## src/rtl/tag_matcher_pkg.sv

```systemverilog
// Shared widths and metadata layout for the tag matcher.
// The tag_matcher parameters take their defaults from here.
package tag_matcher_pkg;

  localparam int unsigned DEF_AXI_ADDR_WIDTH = 64;
  localparam int unsigned DEF_TID_WIDTH      = 10;
  localparam int unsigned DEF_INDEX_WIDTH    = 10;
  localparam int unsigned DEF_OFFSET_WIDTH   = 6;
  localparam int unsigned DEF_AXI_DATA_WIDTH = 512;
  localparam int unsigned DEF_TAG_WIDTH      = DEF_AXI_ADDR_WIDTH - DEF_INDEX_WIDTH - DEF_OFFSET_WIDTH;

  // Metadata layout in the low bits of the first R beat.
  localparam int unsigned META_VALID_BIT = 0;
  localparam int unsigned META_DIRTY_BIT = 1;
  localparam int unsigned META_TAG_LSB   = 2;

endpackage

```

## src/rtl/tag_matcher_compare.sv

```systemverilog
// Combinational metadata decode and tag comparison (module tag_compare).
import tag_matcher_pkg::*;

module tag_compare #(
  parameter int unsigned TAG_WIDTH = DEF_TAG_WIDTH
) (
  input  logic [META_TAG_LSB+TAG_WIDTH-1:0] i_meta,
  input  logic [TAG_WIDTH-1:0]              i_addr_tag,
  output logic                              o_hit_c,
  output logic                              o_dirty_c
);

  logic                 w_valid;
  logic                 w_dirty;
  logic [TAG_WIDTH-1:0] w_tag;

  assign w_valid = i_meta[META_VALID_BIT];
  assign w_dirty = i_meta[META_DIRTY_BIT];
  assign w_tag   = i_meta[META_TAG_LSB +: TAG_WIDTH];

  // A dirty line only matters when it is about to be replaced.
  assign o_hit_c   = w_valid && (w_tag == i_addr_tag);
  assign o_dirty_c = w_valid && w_dirty && !o_hit_c;

endmodule

```

## src/rtl/tag_matcher.sv

```systemverilog
// Pops one tag FIFO entry at a time, reads its metadata beat and reports hit/dirty.
// Optional hit/miss counters are built only when TAG_MATCHER_STATS_EN is defined.
module tag_matcher
  import tag_matcher_pkg::*;
#(
  parameter int unsigned ADDR_WIDTH   = DEF_AXI_ADDR_WIDTH,
  parameter int unsigned TID_WIDTH    = DEF_TID_WIDTH,
  parameter int unsigned INDEX_WIDTH  = DEF_INDEX_WIDTH,
  parameter int unsigned OFFSET_WIDTH = DEF_OFFSET_WIDTH,
  parameter int unsigned DATA_WIDTH   = DEF_AXI_DATA_WIDTH
) (
  input  logic                          clk,
  input  logic                          rst,
  input  logic                          tag_fifo_empty_i,
  output logic                          tag_fifo_rden_o,
  input  logic [ADDR_WIDTH+TID_WIDTH:0] tag_fifo_data_i,
  input  logic [DATA_WIDTH-1:0]         rdata_i,
  input  logic                          rlast_i,
  input  logic                          rvalid_i,
  output logic                          rready_o,
  output logic                          result_valid_o,
  input  logic                          result_ready_i,
  output logic                          result_hit_o,
  output logic                          result_dirty_o,
  output logic                          result_write_o,
  output logic [TID_WIDTH-1:0]          result_tid_o,
  output logic [ADDR_WIDTH-1:0]         result_addr_o,
  output logic [DATA_WIDTH-1:0]         result_data_o,
  output logic [31:0]                   hit_cnt_o,
  output logic [31:0]                   miss_cnt_o
);

  localparam int unsigned TAG_WIDTH  = ADDR_WIDTH - INDEX_WIDTH - OFFSET_WIDTH;
  localparam int unsigned TAG_LSB    = INDEX_WIDTH + OFFSET_WIDTH;
  localparam int unsigned META_WIDTH = META_TAG_LSB + TAG_WIDTH;

  typedef enum logic [2:0] {
    S_IDLE   = 3'd0,
    S_POP    = 3'd1,
    S_LATCH  = 3'd2,
    S_WAIT_R = 3'd3,
    S_DRAIN  = 3'd4,
    S_CMP    = 3'd5,
    S_OUT    = 3'd6
  } state_t;

  state_t                r_state;
  state_t                w_state_nxt;
  logic                  w_beat;
  logic                  w_hit;
  logic                  w_dirty;

  logic                  r_rden;
  logic                  r_rready;
  logic                  r_valid;
  logic                  r_hit;
  logic                  r_dirty;
  logic                  r_write;
  logic [TID_WIDTH-1:0]  r_tid;
  logic [ADDR_WIDTH-1:0] r_addr;
  logic [DATA_WIDTH-1:0] r_data;

  // State register.
  always_ff @(posedge clk) begin
    if (rst) r_state <= S_IDLE;
    else     r_state <= w_state_nxt;
  end

  // Next-state decode; w_beat marks the first R beat being accepted.
  always_comb begin
    w_state_nxt = r_state;
    w_beat      = 1'b0;
    unique case (r_state)
      S_IDLE:   if (!tag_fifo_empty_i) w_state_nxt = S_POP;
      S_POP:    w_state_nxt = S_LATCH;
      S_LATCH:  w_state_nxt = S_WAIT_R;
      S_WAIT_R: begin
        if (rvalid_i) begin
          w_beat      = 1'b1;
          w_state_nxt = rlast_i ? S_CMP : S_DRAIN;
        end
      end
      S_DRAIN:  if (rvalid_i && rlast_i) w_state_nxt = S_CMP;
      S_CMP:    w_state_nxt = S_OUT;
      S_OUT:    if (result_ready_i) w_state_nxt = S_IDLE;
      default:  w_state_nxt = S_IDLE;
    endcase
  end

  tag_compare #(
    .TAG_WIDTH (TAG_WIDTH)
  ) u_tag_compare (
    .i_meta     (r_data[META_WIDTH-1:0]),
    .i_addr_tag (r_addr[ADDR_WIDTH-1:TAG_LSB]),
    .o_hit_c    (w_hit),
    .o_dirty_c  (w_dirty)
  );

  // Strobes are registered from the next state so they line up with the state itself.
  always_ff @(posedge clk) begin
    if (rst) begin
      r_rden   <= 1'b0;
      r_rready <= 1'b0;
      r_valid  <= 1'b0;
      r_hit    <= 1'b0;
      r_dirty  <= 1'b0;
      r_write  <= 1'b0;
      r_tid    <= '0;
      r_addr   <= '0;
      r_data   <= '0;
    end else begin
      r_rden   <= (w_state_nxt == S_POP);
      r_rready <= (w_state_nxt == S_WAIT_R) || (w_state_nxt == S_DRAIN);
      r_valid  <= (w_state_nxt == S_OUT);
      if (r_state == S_LATCH) begin
        r_write <= tag_fifo_data_i[ADDR_WIDTH+TID_WIDTH];
        r_tid   <= tag_fifo_data_i[ADDR_WIDTH +: TID_WIDTH];
        r_addr  <= tag_fifo_data_i[ADDR_WIDTH-1:0];
      end
      if (w_beat) r_data <= rdata_i;
      if (r_state == S_CMP) begin
        r_hit   <= w_hit;
        r_dirty <= w_dirty;
      end
    end
  end

  assign tag_fifo_rden_o = r_rden;
  assign rready_o        = r_rready;
  assign result_valid_o  = r_valid;
  assign result_hit_o    = r_hit;
  assign result_dirty_o  = r_dirty;
  assign result_write_o  = r_write;
  assign result_tid_o    = r_tid;
  assign result_addr_o   = r_addr;
  assign result_data_o   = r_data;

`ifdef TAG_MATCHER_STATS_EN
  logic        w_done;
  logic [31:0] r_hit_cnt;
  logic [31:0] r_miss_cnt;

  assign w_done = (r_state == S_OUT) && result_ready_i;

  // Saturating hit/miss counters, bumped on each result handshake.
  always_ff @(posedge clk) begin
    if (rst) begin
      r_hit_cnt  <= 32'd0;
      r_miss_cnt <= 32'd0;
    end else if (w_done) begin
      if (r_hit) begin
        if (r_hit_cnt != 32'hFFFF_FFFF) r_hit_cnt <= r_hit_cnt + 32'd1;
      end else begin
        if (r_miss_cnt != 32'hFFFF_FFFF) r_miss_cnt <= r_miss_cnt + 32'd1;
      end
    end
  end

  assign hit_cnt_o  = r_hit_cnt;
  assign miss_cnt_o = r_miss_cnt;
`else
  assign hit_cnt_o  = 32'd0;
  assign miss_cnt_o = 32'd0;
`endif

endmodule

```

## config.mk

```make
export PLATFORM = sky130hd
export DESIGN_NAME = tag_matcher
export DESIGN_NICKNAME = d
export VERILOG_FILES = /design/src/rtl/tag_matcher_pkg.sv /design/src/rtl/tag_matcher_compare.sv /design/src/rtl/tag_matcher.sv
export SDC_FILE = /design/constraint.sdc
export NUM_CORES = 1
export LEC_CHECK = 0
export CAP_MARGIN = 20
export CORE_AREA = 2 2 492 494
export CTS_CLUSTER_SIZE = 20
export DETAILED_ROUTE_END_ITERATION = 10
export DIE_AREA = 0 0 494 496
export MAX_ROUTING_LAYER = met4
export SYNTH_ARGS = -nofsm -noshare
export SYNTH_HDL_FRONTEND = slang
export SYNTH_SLANG_ARGS = --single-unit
export TNS_END_PERCENT = 50
```

## constraint.sdc

```tcl
create_clock -name clk -period 3.13 [get_ports clk]
set_clock_uncertainty 0.2 [all_clocks]
set_input_delay 0.4695 -clock clk [delete_from_list [all_inputs] [get_ports clk]]
set_output_delay 0.4695 -clock clk [all_outputs]
set_load 0.01 [all_outputs]
```

==> results.md <==
* Status: finished clean
* DR DRC count at 0
* Comb power frac at 0.121
* Unrepaired setup endpoints after global routing: no
* Slew of the pin with the lowest slew margin at approximately 900 ps
* Drt wl/cell at 25.0 um
* Setup ws final at 287 ps
* Power per Cell Area at 491 mW/mm^2
* Tmin final at 2840 ps
* Fmax at roughly 350 MHz
* Worst VDD drop at 353 uV
* Die height at 496 um
* Main synth FF type: dfxtp_1
* Leak pwr at 12.9 nW
* Placement Setup Slack at 462 ps
* Total number of vias at 23.6k
* Commonest non-fill, non-tap cell in the layout: nand2_1
* Crit. End Element: output pin
* Placement row count at 180
* Share of the yosys chip area belonging to registers at 0.557
* Total grt overflow at 0
* DRT iter0 DRCs at 1769
* Gpl congestion at ~0.91
* Antenna violations before repair at 90
* CTS clock-pin slew for the worst setup and hold paths at ~70 ps
* Largest cells by area after synthesis: dfxtp_1 56%, nand2_1 21%, a21oi_1 14%
* Post-route clock period utilization at 0.908
* Num ports at 1249
* Worst slew margin at 0.395
* Most frequent cells in the layout: 1180 x nand2_1, 1179 x clkdlybuf4s50_1, 595 x dfxtp_1
* Root Driver: clkbuf_16
* Setup Buffers After CTS at 0
* Fin. Hold Viols at 0
* Max stage delay on crit path at 930 ps
* Initial core utilization at 0.0892
* Post-synth EDFFs at 0
* Crit-path cells: clkdlybuf4s50_1
* Total global-route track usage at 0.143
* Hold bufs inserted after CTS at 4
* Mapped Area at 0.0214 mm^2
* Post-Route WL at ~180000 um
* Clock power frac at 0.471
* Core area at 0.240 mm^2
* P_int at 14.3 mW
* CP max-delay cell: clkdlybuf4s50_1
* Routed Antenna Nets at 0
* Global-route wire length before repair at 222000 um
* Clock latency on the worst-skew pair at 700 ps
* Share of the synthesized area in the top cell type at 0.557
* Port bufs at between 1k and 1.5k
* Reg power frac at 0.408
* P&R area growth vs syn at 85.1%
* Max-Cap Viols at 0
* # resized after CTS at 0
* Synthesized area per cell at roughly 7.9 um^2
* Cells after synthesis at 2717
* Die area at 0.245 mm^2
* Maximum buffer depth of the clock tree at 3
* Arrival time at the worst endpoint at 2170 ps
* Num CTS Buffers at 75
* Layout cell share with drive strength beyond 1 at 0.0509
* #FFs+latches synth at 595
* Critical path required time at 2460 ps
* Largest net degree at the start of global routing at 112
* Worst hold path type: input pin to flip-flop
* Final net count at 4447
* Via count of the first global-routing pass at 23.0k
* Final HPWL DP at 154000 um
* Die W at 494 um
* Synth Warn # at 0
* Routed vias/inst at 3.31
* CP Max Fanout at 3
* Synth area leader: dfxtp_1
* DRT Pass-1 Iters at 6
* Final setup fails at 0
* Sink Count at 595
* Setup TNS at 0 ps
* CP top delay family: buffers and inverters
* Switching Fraction at 0.263
* H-tree depth at 3
* Critical path class: flip-flop to output pin
* Crit path buffers/inverters at 1
* CTS tree: built
* Max-slew violations at 0
* Post-synth ARST share at 0
* Post-synth cell types at 29
* NetSw at 5.11 mW
* Power consumption at 19.4 mW
* Worst setup SP type: flip-flop
-- per-stage QoR --
stage                     hold slack [ps]   util  std cells  area, um^2
after CTS                            2.89  0.165       7098       39500
final                                 107  0.165       7137       39600
after global placement                241  0.154       6958       36900
after floorplan                       281      -       2780       21600
after detailed placement              245  0.154       6958       36900
after global routing                 45.1  0.165       7135       39600
-- cell type report --
| type | instances | area (um^2) |
|---|---|---|
| sequential | 595 | 11900 |
| clock buffer | 115 | 2310 |
| timing repair buffer | 1256 | 12700 |
| antenna | 39 | 97.6 |
| fill | 27000 | 200000 |
| inverter | 1 | 3.75 |
| tap | 3185 | 3990 |
| clock inverter | 21 | 259 |
| multi-input combinational | 1925 | 8330 |
-- synthesized netlist by cell type, drive strengths merged, types with 2 or more instances --
cell / n
mux2i: 2
o21ai: 5
dfxtp: 595
nor2: 9
clkbuf: 83
a21oi: 590
nor2b: 3
nand3: 2
buf: 176
nand4: 3
nor4: 12
nand2b: 2
xor2: 46
nand2: 1180
-- power groups by stage --
stage               combinational (mW)  sequential [mW]  clock, mW
floorplan                        0.657             8.13          0
global placement                  2.35             8.09          0
global route                      2.51             7.95       9.70
finish                            2.34             7.93       9.15
detailed placement                2.36             8.10          0
CTS                               2.38             7.93       9.48
-- worst reg2reg max path, stage by stage, from the launching register on --
cell	delay, ps
dfxtp_1	370
xor2_1	250
nor4_1	450
nand3_1	360
nor4_2	410
o31ai_1	110
nor2b_1	130
-- logic make-up after synthesis --
logic type,count (synthesis),synth area share
and+or+nand+nor,1215,0.217
AOI/OAI and AO/OA,597,0.140
DFF,595,0.557
buffers and inverters,260,0.0655
xor gates and xnor gates,47,0.0192
muxes,2,0.000936
other,1,0.000175
-- layer usage --
layer  vias to the layer above  track usage  part of all wire
met1                     11200        0.129              0.33
met5                         -            -                 0
li1                      10900            -                 -
met4                         0       0.0451             0.035
met2                      1295        0.221              0.44
met3                       264        0.120              0.19
-- sequential cells by signal, indices dropped and copies added (netlist names) --
name,count
result_data_o,512
result_addr_o,64
result_tid_o,10
r_state,3
result_dirty_o,1
result_hit_o,1
result_valid_o,1
result_write_o,1
rready_o,1
tag_fifo_rden_o,1
-- worst paths after layout --
kind | start | end | slack, ps | cells after the start
setup / recovery | result_addr_o[60]$_SDFFE_PP0P_ | result_addr_o[60] | 290 | 1
hold / removal | rdata_i[15] | result_data_o[15]$_SDFFE_PP0P_ | 110 | 3
setup reg to reg | result_addr_o[27]$_SDFFE_PP0P_ | result_dirty_o$_SDFFE_PP0P_ | 720 | 6
hold reg to reg | result_data_o[300]$_SDFFE_PP0P_ | result_data_o[300]$_SDFFE_PP0P_ | 250 | 2
No activity file was read; power rests on OpenSTA's default activity.
==> patch 1, RTL diff (same flow settings) <==
The 7 states of `state_t` get a Gray code encoding in 3 bits.
--- a/src/rtl/tag_matcher.sv
+++ b/src/rtl/tag_matcher.sv
@@ -35,13 +35,13 @@
   localparam int unsigned META_WIDTH = META_TAG_LSB + TAG_WIDTH;
 
   typedef enum logic [2:0] {
-    S_IDLE   = 3'd0,
-    S_POP    = 3'd1,
-    S_LATCH  = 3'd2,
-    S_WAIT_R = 3'd3,
-    S_DRAIN  = 3'd4,
-    S_CMP    = 3'd5,
-    S_OUT    = 3'd6
+    S_IDLE   = 3'b000,
+    S_POP    = 3'b001,
+    S_LATCH  = 3'b011,
+    S_WAIT_R = 3'b010,
+    S_DRAIN  = 3'b110,
+    S_CMP    = 3'b111,
+    S_OUT    = 3'b101
   } state_t;
 
   state_t                r_state;
Function: same outputs for any inputs over 4 cycles, from zero or initial values and one cycle with rst high; so few cycles prove little.
==> patch 1 against the original RTL <==
- final area unchanged
- power rose by 4.5%
- hold slack about the same
- combinational power is 26% higher
- register-to-register slack better by 0.09 ns
- routed wire length up 9.7%
- area after synthesis increased by 1.6%
- final cell count is 0.62% higher
- synthesized cell count up 0.40%
- largest cell class unchanged
- setup slack gained 0.14 ns
- sequential cell count unchanged
==> patch 1: results (changes against the original RTL) <==
met2 Track Usage GR=23.1% (was 22.1%); post-DP HPWL=170 mm (was 154 mm); Critical Path Source=result_data_o[43] (was result_addr_o[60]); number of antenna violations at the first check in global routing=169 (was 90); reg-to-reg slack, setup=0.81 ns (was 0.72 ns); dpl cells=6951 (was 6958); gpl congestion=0.879 (was 0.910); final period utilization=86.4% (was 90.8%); nets=4441 (was 4447); Post-Syn Instances=2728 (was 2717); Place WS=0.364 ns (was 0.462 ns); top cell family by delay on the critical path=buffers and inverters (unchanged); Crit path largest cell delay=0.77 ns (was 0.93 ns); status=completed (unchanged); Seq/Total Area, Yosys=54.8% (was 55.7%); max_slew headroom=50.2% (was 39.5%); Post-CTS Hold Buffers=1 (was 4); via count of the first global-routing pass=23400 (was 23000); peak supply drop=336 µV (was 353 µV); final non-filler cell total=7181 (was 7137); largest net degree at the start of global routing=136 (was 112); Synth Area in Compound Gates=14.2% (was 14.0%); post-synthesis xor/xnor area fraction=1.45% (was 1.92%); ranking of synthesized cells by area=dfxtp_1 (55%), nand2_1 (20%), a21oi_1 (14%) (was dfxtp_1 (56%), nand2_1 (21%), a21oi_1 (14%)); CP Capture Point=result_data_o[43] (was result_addr_o[60]); CTS Buf Count=79 (was 75); Static Leak=12.7 nW (was 12.9 nW); Vias=24300 (was 23600); Worst R2R End=result_dirty_o (unchanged); Routed WL=196 mm (was 178 mm); Netlist cell types=35 (was 29); R2R depth=5 (was 6); most common library cells after synthesis=nand2_1 (1181), dfxtp_1 (595), a21oi_1 (590) (was nand2_1 (1180), dfxtp_1 (595), a21oi_1 (590)); PostCTS Resize Cnt=0 (unchanged); Arrival @ worst endpoint=2.03 ns (was 2.17 ns); DP Area=36700 µm² (was 36900 µm²); Fill cells=26900 (was 27000); Overall Global Routing Usage=15.7% (was 14.3%); number of DRC markers in iteration 0=1660 (was 1769); Clk pin slew, worst setup/hold paths=0.06 ns; r2r startpoint=result_data_o[25] (was result_addr_o[27]); GR Util met3=13.6% (was 12.0%); met1 GRT Util=14.2% (was 12.9%); # H-tree levels=3 (unchanged)
-- patch 1: cell count changes after synthesis, moves of 4 or more --
cell / unedited run / this run
buf_6: 0 / 50
xor2_1: 46 / 10
xnor2_1: 1 / 26
buf_4: 85 / 64
buf_2: 85 / 68
inv_1: 1 / 14
clkbuf_1: 83 / 73
nor4_1: 11 / 4
buf_1: 6 / 0
o22ai_1: 0 / 6
buf_8: 0 / 4
nand4_1: 3 / 7
nor2_1: 8 / 4
-- patch 1: report_power, final --
part	internal (mW)	switching (mW)	total, mW
registers	7.86	0.208	8.07
logic	1.41	1.53	2.94
clock network	5.27	4.01	9.28
-- patch 1: worst min-delay path by stage --
| stage | slack (ns) | to | from | depth (start not counted) |
|---|---|---|---|---|
| global route | 0.04 | result_addr_o[30] | tag_fifo_data_i[30] | 3 |
| finish | 0.11 | result_data_o[233] | rdata_i[233] | 3 |
| CTS | 0.004 | result_data_o[271] | rdata_i[271] | 3 |
| global placement | 0.24 | result_data_o[104] | result_data_o[104] | 2 |
| floorplan | 0.28 | result_addr_o[0] | result_addr_o[0] | 2 |
| detailed placement | 0.25 | result_data_o[303] | result_data_o[303] | 2 |
-- patch 1: per-layer routing --
layer	vias to the layer above	part of all wire [%]
met1	11300	33
met4	0	5.2
met2	1493	42
met3	445	20
li1	11000	-
met5	-	0
-- patch 1: final cells by class --
type | instances | share of cell area (%)
multi-input cells | 1923 | 21.0
diodes | 85 | 0.537
repair buffers | 1235 | 31.6
inverters | 14 | 0.133
clock buffers | 108 | 5.57
well taps | 3185 | 10.1
flip-flops and latches | 595 | 30.1
clock inverters | 36 | 1.07
==> patch 2, RTL diff (config.mk and constraints unchanged) <==
Made on the original files. Set the package constant `DEF_OFFSET_WIDTH` to 3 (it was 6).
--- a/src/rtl/tag_matcher_pkg.sv
+++ b/src/rtl/tag_matcher_pkg.sv
@@ -5,7 +5,7 @@
   localparam int unsigned DEF_AXI_ADDR_WIDTH = 64;
   localparam int unsigned DEF_TID_WIDTH      = 10;
   localparam int unsigned DEF_INDEX_WIDTH    = 10;
-  localparam int unsigned DEF_OFFSET_WIDTH   = 6;
+  localparam int unsigned DEF_OFFSET_WIDTH   = 3;
   localparam int unsigned DEF_AXI_DATA_WIDTH = 512;
   localparam int unsigned DEF_TAG_WIDTH      = DEF_AXI_ADDR_WIDTH - DEF_INDEX_WIDTH - DEF_OFFSET_WIDTH;
 
Behaviour: no difference found for any inputs over 4 cycles, from zero or initial values and one cycle with rst high; that may be too few to reach the edited logic, so the function may still have changed.
==> patch 2 against the original RTL <==
- area after synthesis rose by 0.44%
- first-iteration DRC count fell by 11%
- critical endpoint is now result_data_o[361]
- highest routed layer unchanged
- routed wire length rose by 5.9%
- sequential cell count did not move
- power rose by 1.9%
- global-route usage rose by 0.93 points
- count of clock-buffer cells in the layout fell by 7
- setup slack got worse by 0.078 ns
- final area rose by 1.2%
- largest cell class unchanged
==> patch 2: results (changes against the original RTL) <==
status=completed (unchanged); nets=4498 (was 4447); ranking of synthesized cells by area=dfxtp_1 (55%), nand2_1 (21%), a21oi_1 (14%) (was dfxtp_1 (56%), nand2_1 (21%), a21oi_1 (14%)); Arrival @ worst endpoint=3.32 ns (was 2.17 ns); most common library cells after synthesis=nand2_1 (1179), dfxtp_1 (595), a21oi_1 (590) (was nand2_1 (1180), dfxtp_1 (595), a21oi_1 (590)); number of antenna violations at the first check in global routing=116 (was 90); PostCTS Resize Cnt=0 (unchanged); first-pass GRT wire length=235 mm (was 222 mm); largest net degree at the start of global routing=173 (was 112); Seq/Total Area, Yosys=55.5% (was 55.7%); CTS Buf Count=78 (was 75); DP Area=36900 µm² (about the same); met2 Track Usage GR=22.0% (was 22.1%); Syn. warnings=0 (unchanged); number of DRC markers in iteration 0=1576 (was 1769); met1 GRT Util=14.0% (was 12.9%); input/output buffers=1184 (unchanged); Overall Global Routing Usage=15.2% (was 14.3%); clk_lat worst skew=0.73 ns (was 0.70 ns); post-DP HPWL=163 mm (was 154 mm); drt pass-1 iters=6 (unchanged); Hold Crit Class=in2reg (unchanged); # H-tree levels=3 (unchanged); dpl cells=6974 (was 6958); Critical Path Source=r_state[1] (was result_addr_o[60]); Post-Syn Instances=2742 (was 2717); r2r startpoint=r_state[1] (was result_addr_o[27]); max reg flops=512 (unchanged); CP Capture Point=result_data_o[361] (was result_addr_o[60]); setup bufs post-CTS=0 (unchanged); gpl congestion=0.912 (was 0.910); Routed WL=189 mm (was 178 mm); reg-to-reg slack, setup=0.21 ns (was 0.72 ns); max_slew headroom=26.3% (was 39.5%); peak supply drop=363 µV (was 353 µV); Clock Tree Root=clkbuf_16 (unchanged); Netlist cell types=34 (was 29); Async S/R FF share, synth=0% (unchanged); crit-path max FO=90 (was 3); Vias=24200 (was 23600); GR Util met3=14.1% (was 12.0%); layout cell share with drive strength beyond 1=5.02% (was 5.09%); Clk pin slew, worst setup/hold paths=approximately 0.060 ns; max-slew violation count=0 (unchanged); R2R depth=7 (was 6); Clock Path Buffers=3 (unchanged); Final Hold Fails=0 (unchanged); Static Leak=12.8 nW (was 12.9 nW); DR WL/cell=26.2 µm (was 25.0 µm)
==> patch 2: cell types whose count changed after synthesis, moves of 4 or more <==
cell / before / now
xnor2_1: 1 / 19
xor2_1: 46 / 14
nand2b_1: 2 / 14
clkbuf_1: 83 / 74
inv_1: 1 / 10
nor4_1: 11 / 7
buf_4: 85 / 64
nor2b_1: 3 / 14
buf_2: 85 / 118
==> patch 2: power breakdown <==
group / switching, mW / internal, mW
clock: 4.01 / 5.51
combinational: 1.15 / 1.20
sequential: 0.172 / 7.75
==> patch 2: how the worst min path moves through the flow <==
| stage | startpoint | endpoint | slack, ns | cells after the start |
|---|---|---|---|---|
| global route | rdata_i[508] | result_data_o[508] | 0.04 | 3 |
| finish | rdata_i[22] | result_data_o[22] | 0.09 | 3 |
| floorplan | result_addr_o[0] | result_addr_o[0] | 0.28 | 2 |
| global placement | result_data_o[302] | result_data_o[302] | 0.24 | 2 |
| CTS | rdata_i[506] | result_data_o[506] | 0.00006 | 3 |
| detailed placement | result_data_o[323] | result_data_o[323] | 0.25 | 2 |
==> patch 2: area by class of cell <==
class	instances	area [µm²]
Timing Repair Buffer	1279	12900
Clock inverter	34	473
Fill cell	26900	200000
Sequential cell	595	11900
Multi-Input combinational cell	1941	8450
Antenna cell	47	118
Tap cell	3185	3990
Inverter	10	37.5
Clock buffer	108	2210
==> patch 2: what timing repair did <==
action                                  in CTS  in global routing
endpoints found under the setup margin       0                  0
endpoints found under the hold margin       44                  0
hold buffers                                36                  0
==> patch 2: kinds of logic after synthesis <==
family / synth area share [%]
xor+xnor: 1.35
simple gates: 22.2
buf+inv: 6.51
flops: 55.5
compound gates: 14.5
other cells: 0.0175
==> patch 2: metal layers <==
metal / share of wire (%) / wire length [µm] / up-vias
met5: 0 / 0 / -
li1: - / - / 11100
met3: 21 / 38900 / 318
met1: 34 / 63400 / 11400
met4: 4.1 / 7780 / 0
met2: 42 / 78700 / 1357
==> patch 2: metrics by stage <==
| stage | power (mW) | utilization [%] | setup slack [ns] |
|---|---|---|---|
| after floorplan | 8.74 | - | 1.32 |
| after global placement | 10.4 | 15.4 | 0.178 |
| after detailed placement | 10.4 | 15.4 | 0.163 |
| after CTS | 20.2 | 16.7 | 0.170 |
| after global routing | 20.5 | 16.7 | 0.0398 |
| final | 19.8 | 16.7 | 0.210 |
==> patch 2: critical path, cell delays in order, from the launching register on <==
cell and delay (ns):
dfxtp_1 0.44, nor2b_1 0.45, nand3_4 0.34, buf_12 0.28, buf_12 0.18, nand2_1 0.14, a21oi_1 0.07, dlygate4sd3_1 0.56
